File: config.mk
export PLATFORM = sky130hd
export DESIGN_NAME = station_select
export DESIGN_NICKNAME = d
export VERILOG_FILES = /design/src/rtl/station_select.sv
export SDC_FILE = /design/constraint.sdc
export NUM_CORES = 1
export LEC_CHECK = 0
export CORE_MARGIN = 1
export CORE_UTILIZATION = 45
export DETAILED_ROUTE_END_ITERATION = 16
export GPL_ROUTABILITY_DRIVEN = 0
export PLACE_DENSITY = 0.71
export SLEW_MARGIN = 20
export SYNTH_ARGS = -nofsm -noshare
export SYNTH_HDL_FRONTEND = slang
export SYNTH_SLANG_ARGS = --single-unit
File: constraint.sdc
create_clock -name clk -period 5.3 [get_ports clk]
set_clock_uncertainty 0.2 [all_clocks]
set_input_delay 1.06 -clock clk [delete_from_list [all_inputs] [get_ports clk]]
set_output_delay 1.06 -clock clk [all_outputs]
set_load 0.005 [all_outputs]
File: src/rtl/station_select.sv
// station_select
//
// Start/destination picker for the railway map. Each Enter press latches the
// cursor and scans the station coordinate table, one entry per clock, for the
// lowest-index station within HIT_R pixels of the cursor on both axes. The
// first accepted pick becomes the begin station, the second the end station.
// The begin/end pair is then offered to the shortest-path engine with a
// valid/ready handshake. Escape clears the selection from any state.
//
// Ports
//   clk, rst_n            clock; asynchronous active-low reset
//   keycode               current keyboard scancode (level)
//   cursor_x, cursor_y    on-screen cursor position
//   tbl_addr              station table read address (0 outside scans)
//   tbl_x, tbl_y          station coordinates, combinational read of tbl_addr
//   busy                  scan in progress
//   miss                  one-cycle pulse when a scan ends without a station
//   begin_set             begin station captured
//   begin_idx/x/y         captured begin station
//   end_idx/x/y           captured end station
//   pair_valid            begin/end pair offered to the path engine
//   pair_ready            path engine accepts the pair
module station_select #(
  parameter int         N_STATIONS = 44,
  parameter int         IDX_W      = 6,
  parameter int         COORD_W    = 10,
  parameter int         HIT_R      = 1,
  parameter logic [7:0] ENTER_CODE = 8'd40,
  parameter logic [7:0] ESC_CODE   = 8'd41
) (
  input  logic               clk,
  input  logic               rst_n,
  input  logic [7:0]         keycode,
  input  logic [COORD_W-1:0] cursor_x,
  input  logic [COORD_W-1:0] cursor_y,
  output logic [IDX_W-1:0]   tbl_addr,
  input  logic [COORD_W-1:0] tbl_x,
  input  logic [COORD_W-1:0] tbl_y,
  output logic               busy,
  output logic               miss,
  output logic               begin_set,
  output logic [IDX_W-1:0]   begin_idx,
  output logic [COORD_W-1:0] begin_x,
  output logic [COORD_W-1:0] begin_y,
  output logic [IDX_W-1:0]   end_idx,
  output logic [COORD_W-1:0] end_x,
  output logic [COORD_W-1:0] end_y,
  output logic               pair_valid,
  input  logic               pair_ready
);

  typedef enum logic [2:0] {
    WAIT_B = 3'd0,
    SCAN_B = 3'd1,
    WAIT_E = 3'd2,
    SCAN_E = 3'd3,
    PAIR   = 3'd4
  } state_t;

  state_t               state_reg, state_next;
  logic [7:0]           prev_key_reg;
  logic [IDX_W-1:0]     k_reg, k_next;
  logic [COORD_W-1:0]   cur_x_reg, cur_x_next;
  logic [COORD_W-1:0]   cur_y_reg, cur_y_next;
  logic                 begin_set_reg, begin_set_next;
  logic [IDX_W-1:0]     begin_idx_reg, begin_idx_next;
  logic [COORD_W-1:0]   begin_x_reg, begin_x_next;
  logic [COORD_W-1:0]   begin_y_reg, begin_y_next;
  logic [IDX_W-1:0]     end_idx_reg, end_idx_next;
  logic [COORD_W-1:0]   end_x_reg, end_x_next;
  logic [COORD_W-1:0]   end_y_reg, end_y_next;
  logic                 miss_reg, miss_next;

  logic                 enter_edge, esc_edge;
  logic [COORD_W-1:0]   dx, dy;
  logic                 hit, last_k, scanning;

  // A held key yields exactly one edge: the previous-cycle copy suppresses
  // repeats. prev_key resets to 0, so a key held through reset release
  // fires on the first clock.
  assign enter_edge = (keycode == ENTER_CODE) && (prev_key_reg != ENTER_CODE);
  assign esc_edge   = (keycode == ESC_CODE)   && (prev_key_reg != ESC_CODE);

  // Distance is larger-minus-smaller so coordinates near 0 or the top of the
  // range never wrap into a false hit.
  assign dx     = (cur_x_reg >= tbl_x) ? (cur_x_reg - tbl_x) : (tbl_x - cur_x_reg);
  assign dy     = (cur_y_reg >= tbl_y) ? (cur_y_reg - tbl_y) : (tbl_y - cur_y_reg);
  assign hit    = (dx <= COORD_W'(HIT_R)) && (dy <= COORD_W'(HIT_R));
  assign last_k = (k_reg == IDX_W'(N_STATIONS - 1));

  assign scanning = (state_reg == SCAN_B) || (state_reg == SCAN_E);

  always_ff @(posedge clk or negedge rst_n) begin
    if (!rst_n) begin
      state_reg     <= WAIT_B;
      prev_key_reg  <= '0;
      k_reg         <= '0;
      cur_x_reg     <= '0;
      cur_y_reg     <= '0;
      begin_set_reg <= 1'b0;
      begin_idx_reg <= '0;
      begin_x_reg   <= '0;
      begin_y_reg   <= '0;
      end_idx_reg   <= '0;
      end_x_reg     <= '0;
      end_y_reg     <= '0;
      miss_reg      <= 1'b0;
    end else begin
      state_reg     <= state_next;
      prev_key_reg  <= keycode;
      k_reg         <= k_next;
      cur_x_reg     <= cur_x_next;
      cur_y_reg     <= cur_y_next;
      begin_set_reg <= begin_set_next;
      begin_idx_reg <= begin_idx_next;
      begin_x_reg   <= begin_x_next;
      begin_y_reg   <= begin_y_next;
      end_idx_reg   <= end_idx_next;
      end_x_reg     <= end_x_next;
      end_y_reg     <= end_y_next;
      miss_reg      <= miss_next;
    end
  end

  always_comb begin
    state_next     = state_reg;
    k_next         = k_reg;
    cur_x_next     = cur_x_reg;
    cur_y_next     = cur_y_reg;
    begin_set_next = begin_set_reg;
    begin_idx_next = begin_idx_reg;
    begin_x_next   = begin_x_reg;
    begin_y_next   = begin_y_reg;
    end_idx_next   = end_idx_reg;
    end_x_next     = end_x_reg;
    end_y_next     = end_y_reg;
    miss_next      = 1'b0;

    if (esc_edge) begin
      // Escape wins over everything in flight, including a hit found in
      // this very cycle and a simultaneous pair_ready.
      state_next     = WAIT_B;
      begin_set_next = 1'b0;
      k_next         = '0;
    end else begin
      case (state_reg)
        WAIT_B: begin
          if (enter_edge) begin
            state_next = SCAN_B;
            k_next     = '0;
            cur_x_next = cursor_x;
            cur_y_next = cursor_y;
          end
        end
        WAIT_E: begin
          if (enter_edge) begin
            state_next = SCAN_E;
            k_next     = '0;
            cur_x_next = cursor_x;
            cur_y_next = cursor_y;
          end
        end
        SCAN_B: begin
          if (hit) begin
            state_next     = WAIT_E;
            begin_set_next = 1'b1;
            begin_idx_next = k_reg;
            begin_x_next   = tbl_x;
            begin_y_next   = tbl_y;
            k_next         = '0;
          end else if (last_k) begin
            state_next = WAIT_B;
            miss_next  = 1'b1;
            k_next     = '0;
          end else begin
            k_next = k_reg + IDX_W'(1);
          end
        end
        SCAN_E: begin
          if (hit && (k_reg != begin_idx_reg)) begin
            state_next   = PAIR;
            end_idx_next = k_reg;
            end_x_next   = tbl_x;
            end_y_next   = tbl_y;
            k_next       = '0;
          end else if (hit || last_k) begin
            // Landing first on the begin station still ends the scan: the
            // pick is rejected rather than searching on for a later match.
            state_next = WAIT_E;
            miss_next  = 1'b1;
            k_next     = '0;
          end else begin
            k_next = k_reg + IDX_W'(1);
          end
        end
        PAIR: begin
          if (pair_ready) begin
            state_next     = WAIT_B;
            begin_set_next = 1'b0;
          end
        end
        default: begin
          state_next     = WAIT_B;
          begin_set_next = 1'b0;
          k_next         = '0;
        end
      endcase
    end
  end

  assign tbl_addr   = scanning ? k_reg : '0;
  assign busy       = scanning;
  assign miss       = miss_reg;
  assign begin_set  = begin_set_reg;
  assign begin_idx  = begin_idx_reg;
  assign begin_x    = begin_x_reg;
  assign begin_y    = begin_y_reg;
  assign end_idx    = end_idx_reg;
  assign end_x      = end_x_reg;
  assign end_y      = end_y_reg;
  assign pair_valid = (state_reg == PAIR);

endmodule

==> results.cfg, run 1 <==
[outcome]
status = complete, no violations

[critical_path]
path_max_fanout = 8
startpoint_type = input port
path_buf_inv = 3
crit_path_max_incr_delay_ns = 0.56
crit_arrival_ns = 4.96
slowest_stage = clkdlybuf4s50_1
critPathKind = input port to flop
cp.required_ns = 5.32
cpLargestDelayFamily = simple AND/OR/NAND/NOR gates
crit_path_end_kind = flop
crit_chain = clkdlybuf4s50_1 > ha_1 > inv_1 > fa_1 > a21o_1 > a221oi_1 > a21oi_1 > and3_1 > or3_1 > a211oi_1 > and4_1 > nor3b_4 > buf_4 > mux2_2

[place]
portBuffers = 112
dp.cells = 848
dp_hpwl_mm = 10.96

[clocking]
cts_buffers = 9
max-clock-path-buffers = 2
cts_tree = done
ctsHoldBuffers = 0
cts.sinks = 91
cts_setup_buffers = 0
cts_resized = 0
htreeDepth = 3
clk_pin_slew_worst_paths_ns = 0.06
cts-root-buf = clkbuf_16
clk_latency_ns = 0.34

[power_and_ir_drop]
p_per_area_mw_per_mm2 = 266.5
power.leakage_nw = 3.486
vdd_drop_max_mv = 0.1640
fin_total_pwr_w = 0.001968

[synthesis]
synth_most_common_cell = dfrtp_1
synth_xor_area_share_pct = 2.630
synth_edf_count = 0
syn_nets = 665
synth.mux.area_fraction_pct = 10.92
synth_flop_cell = dfrtp_1
yosys-top-cells-area = dfrtp_1, ha_1, mux2_2
synth_largest_area_cell = dfrtp_1
ys_top_cells_by_count = dfrtp_1, inv_1, ha_1
yosysTopAreaCellShare_pct = 40.22
yosys.area_share.simple_pct = 14.56
synthCells = 571
synthAdderAreaFrac_pct = 10.03
synthesis.area_mm2 = 0.005662
synth_top_family_by_area = compound AO/OA/AOI/OAI gates
postSynthRegisterBits = 91
synth_warnings = 0
synthDistinctLibCells = 60
synthArstFlopShare_pct = 100.0
synth_compound_area_share_pct = 15.76
seq_area_frac_synth_pct = 40.22
synth_area_per_cell_um2 = 9.915

[finish]
diodes = 0
area_growth_pct = 30.43
nets = 785
layout.cells.non_filler = 863
drive_gt1_share_pct = 12.23
multi_input_area_mm2 = 0.003054
fin_util_pct = 60.72
n_fill_cell = 1014
regArea_mm2 = 0.002277

[global_route]
grt_util_met3_pct = 3.494
grt_pass1_vias = 4761
antenna_found_initial = 0
met1_usage_pct = 30.97
use_met2_pct = 36.61
grt.total_usage_pct = 22.95
busiest_layer = met2
overflow = 0
grt_max_degree = 57
grt_pass1_wl_mm = 23.29

[timing]
period_share_pct = 93.24
worst_pin_slew_ns = 0.7681
max_freq_mhz = 202.4
relSlewSlack_pct = 48.74
drv_slew = 0
rsz0062_at_grt = false
finalSetupTns_ns = 0
final_hold_viol_count = 0
fin_crit_ns = 4.942
setup_viol = 0
hold_ws_ns = 0.2835

[routing]
initialDrtViolationCount = 379
postRouteAntennaNets = 0
wl_per_cell_um = 16.30
drc = 0
vias = 4704
routed_wl_mm = 14.06
viasPerCell = 5.451
drt_first_pass_iters = 5

[floorplan]
io_pins = 113
die_w_um = 114.2
dieArea_mm2 = 0.01303
die_h_um = 114.2
start_util_pct = 46.55
core_mm2 = 0.01216
rows = 40

[flow_run]
max_cap_violations = 0

[worst_hold_path]
hold_class = flop to flop
==> placed cells by master (no fill, tap or decap), types with 6 or more instances in the layout <==
cell type and instances:
nand2b_1 8, a21o_1 11, a21oi_1 22, buf_4 25
clkdlybuf4s50_1 111, and3_1 6, nor4_1 9, nor2b_1 8
nand2_1 31, mux2_1 20, nand4_1 7, o21ai_0 36
xor2_1 8, and2_1 8, clkbuf_16 9, ha_1 39
dfrtp_1 91, nor2_1 33, nor3_1 7, inv_1 51
mux2_2 34, nand3_1 10, a211oi_1 13, xnor2_1 9
o21a_1 8
==> per-stage QoR <==
stage / setup WS, ns / cell area [um2]
finish: 0.3582 / 7385
global placement: 0.07971 / 7072
detailed placement: 0.03040 / 7072
global route: 0.09847 / 7385
floorplan: 0.8941 / 5662
CTS: 0.3792 / 7385
==> path summary, 6_finish.rpt <==
path	start	endpoint	slack, ns	cells after the start
hold reg to reg	begin_x[4]	begin_x[4]	0.28	1
max in group asynchronous	rst_n	cur_y_reg[8]	3.38	2
setup / recovery	tbl_y[0]	begin_y[3]	0.36	14
setup reg to reg	cur_x_reg[0]	begin_y[3]	1.18	12
min in group asynchronous	rst_n	prev_key_reg[5]	0.58	1
hold / removal	begin_x[4]	begin_x[4]	0.28	1
==> area by class of cell <==
| class | count | share of cell area [%] |
|---|---|---|
| clock inverter | 3 | 0.6269 |
| tap | 168 | 2.846 |
| sequential | 91 | 30.84 |
| inverter | 51 | 2.592 |
| clock buffer | 12 | 3.609 |
| multi-input combinational | 400 | 41.36 |
| timing repair buffer | 138 | 18.13 |
==> logic make-up (layout without fill, tap and decap cells) <==
| family | count (synthesis) | in the layout |
|---|---|---|
| DFF | 91 | 91 |
| xor gates and xnor gates | 17 | 17 |
| AOI/OAI and AO/OA | 132 | 132 |
| and+or+nand+nor | 153 | 153 |
| muxes | 55 | 55 |
| buffers and inverters | 80 | 204 |
| adders and majority gates | 43 | 43 |
==> routing by layer <==
layer | wire length [um] | up-vias | share of wire (%)
met3 | 623 | 33 | 4.4
met4 | 387 | 0 | 2.8
met1 | 6361 | 2253 | 45
met2 | 6692 | 137 | 48
met5 | 0 | - | 0
li1 | - | 2281 | -
==> where the power goes <==
part / internal [W] / leakage [nW] / switching (W)
Clock: 0.000402 / 0.151 / 0.000253
Combinational: 0.000243 / 2.16 / 0.000297
Sequential: 0.000730 / 1.17 / 0.0000436
Total: 0.00138 / 3.49 / 0.000593
No activity file was read; power rests on OpenSTA's default activity.
==> inputs of run 2 (changes only) <==
--- a/config.mk
+++ b/config.mk
@@ -7,6 +7,7 @@
 export LEC_CHECK = 0
 export CORE_MARGIN = 1
 export CORE_UTILIZATION = 45
+export CTS_CLUSTER_DIAMETER = 60
 export DETAILED_ROUTE_END_ITERATION = 16
 export GPL_ROUTABILITY_DRIVEN = 0
 export PLACE_DENSITY = 0.71
==> results of run 2 <==
The final DEF is identical to that of run 1; final timing and power are the same.
==> inputs of run 3 (changes only) <==
--- a/config.mk
+++ b/config.mk
@@ -7,6 +7,7 @@
 export LEC_CHECK = 0
 export CORE_MARGIN = 1
 export CORE_UTILIZATION = 45
+export CTS_BUF_LIST = sky130_fd_sc_hd__clkbuf_4
 export CTS_CLUSTER_DIAMETER = 60
 export DETAILED_ROUTE_END_ITERATION = 16
 export GPL_ROUTABILITY_DRIVEN = 0
==> run 3 against run 2 <==
  * Sequential cell count unchanged
  * Cell count unchanged
  * Global-route usage down 0.36 points
  * Worst hold slack better by 0.016 ns
  * Cell area down 2.5%
  * Via count about the same
  * Core utilization down 1.5 points
  * Largest cell class unchanged
  * Largest power group unchanged
==> results.cfg, run 3 (same netlist as run 1, synthesis figures left out) <==
[timing]
fin_crit_ns = 4.851
final_hold_viol_count = 0
rsz0062_at_grt = false
max_freq_mhz = 206.2
finalSetupTns_ns = 0
period_share_pct = 91.52
relSlewSlack_pct = 47.84
worst_pin_slew_ns = 0.7815
drv_slew = 0
setup_viol = 0

[routing]
wl_per_cell_um = 16.27
viasPerCell = 5.450
wl_met2_mm = 6.723
routed_wl_mm = 14.04
initialDrtViolationCount = 314
wl_met3_um = 596
postRouteAntennaNets = 0
vias = 4703
drc = 0
drt-met1-wl_mm = 6.410
drt_first_pass_iters = 5
highest_layer = met4

[finish]
drive_gt1_share_pct = 11.80
area_growth_pct = 27.12
nets = 785
fin_area_mm2 = 0.007197
final_cell_mix = clkdlybuf4s50_1, dfrtp_1, inv_1
n_fill_cell = 1044
final_common_cell = clkdlybuf4s50_1
diodes = 0

[clocking]
cts.sinks = 91
htreeDepth = 3
cts_buffers = 9
cts_tree = done
cts_resized = 0
cts_setup_buffers = 0
ctsHoldBuffers = 0
cts-root-buf = clkbuf_4
max-clock-path-buffers = 2
clk_latency_ns = 0.42
clk_pin_slew_worst_paths_ns = 0.14

[outcome]
status = complete, no violations

[power_and_ir_drop]
vdd_drop_max_mv = 0.1993
fin_total_pwr_w = 0.001675
power.leakage_nw = 3.400
p_per_area_mw_per_mm2 = 232.8

[global_route]
grt_pass1_vias = 4743
grt.total_usage_pct = 22.60
antenna_found_initial = 0
grt_pass1_wl_mm = 23.15
grt_max_degree = 57
overflow = 0

[critical_path]
cpLargestDelayFamily = simple AND/OR/NAND/NOR gates
path_buf_inv = 3
startpoint_type = input port
path_max_fanout = 9
crit_chain = clkdlybuf4s50_1 > ha_1 > inv_1 > fa_1 > a21o_1 > a221oi_1 > a21oi_1 > and3_1 > or3_1 > a211oi_1 > and4_1 > and4b_1 > buf_4 > mux2_2
cp.required_ns = 5.40
crit_path_end_kind = flop
slowest_stage = clkdlybuf4s50_1
crit_path_max_incr_delay_ns = 0.56
critPathKind = input port to flop
crit_arrival_ns = 4.95

[worst_hold_path]
hold_class = flop to flop

[floorplan]
rows = 40
core_mm2 = 0.01216
start_util_pct = 46.55
dieArea_mm2 = 0.01303
io_pins = 113
die_w_um = 114.2
die_h_um = 114.2

[place]
placement.cell_area_mm2 = 0.007072
dp_hpwl_mm = 10.96
portBuffers = 112

[flow_run]
max_cap_violations = 0
run 3: cell count changes in the layout (fill, tap and decap cells not counted):
cell and change:
clkbuf_16 -9, clkbuf_4 +9, clkbuf_8 -3, clkinv_1 +3
run 3: worst paths after layout:
check	from	to	slack, ns	cells after the start
setup / recovery	tbl_y[0]	end_y[6]	0.45	14
hold / removal	begin_x[4]	begin_x[4]	0.30	1
setup reg to reg	cur_x_reg[0]	end_y[6]	1.19	13
hold reg to reg	begin_x[4]	begin_x[4]	0.30	1
max in group asynchronous	rst_n	cur_y_reg[8]	3.48	2
min in group asynchronous	rst_n	begin_y[3]	0.48	1
run 3: final cells by class:
cell class	instances	area, um2	share of cell area, %
Multi-Input combinational cell	400	3054	42.44
Sequential cell	91	2277	31.64
Timing Repair Buffer	138	1339	18.60
Tap cell	168	210.2	2.921
Inverter	51	191.4	2.660
Clock buffer	9	67.56	0.9388
Clock inverter	6	57.56	0.7997
run 3: report_power, final:
group,switching [W],internal (W)
logic,0.000297,0.000243
clock network,0.000225,0.000138
registers,0.0000432,0.000729
run 3: routing by layer:
metal  up-vias  GRT usage (%)
li1       2273              -
met1      2266          30.77
met2       138          36.57
met3        26          3.335
met4         0          8.485
met5         -              0
run 3: stage by stage:
| step | setup WS, ns | utilization, % | hold slack [ns] | cells |
|---|---|---|---|---|
| 3_3_place_gp | 0.07971 | 58.15 | 0.2688 | 848 |
| 3_5_place_dp | 0.03040 | 58.15 | 0.2737 | 848 |
| 2_1_floorplan | 0.8941 | - | 0.2828 | 571 |
| 6_report | 0.4493 | 59.18 | 0.2993 | 863 |
| 4_1_cts | 0.4925 | 59.18 | 0.3045 | 863 |
| 5_1_grt | 0.2317 | 59.18 | 0.3153 | 863 |
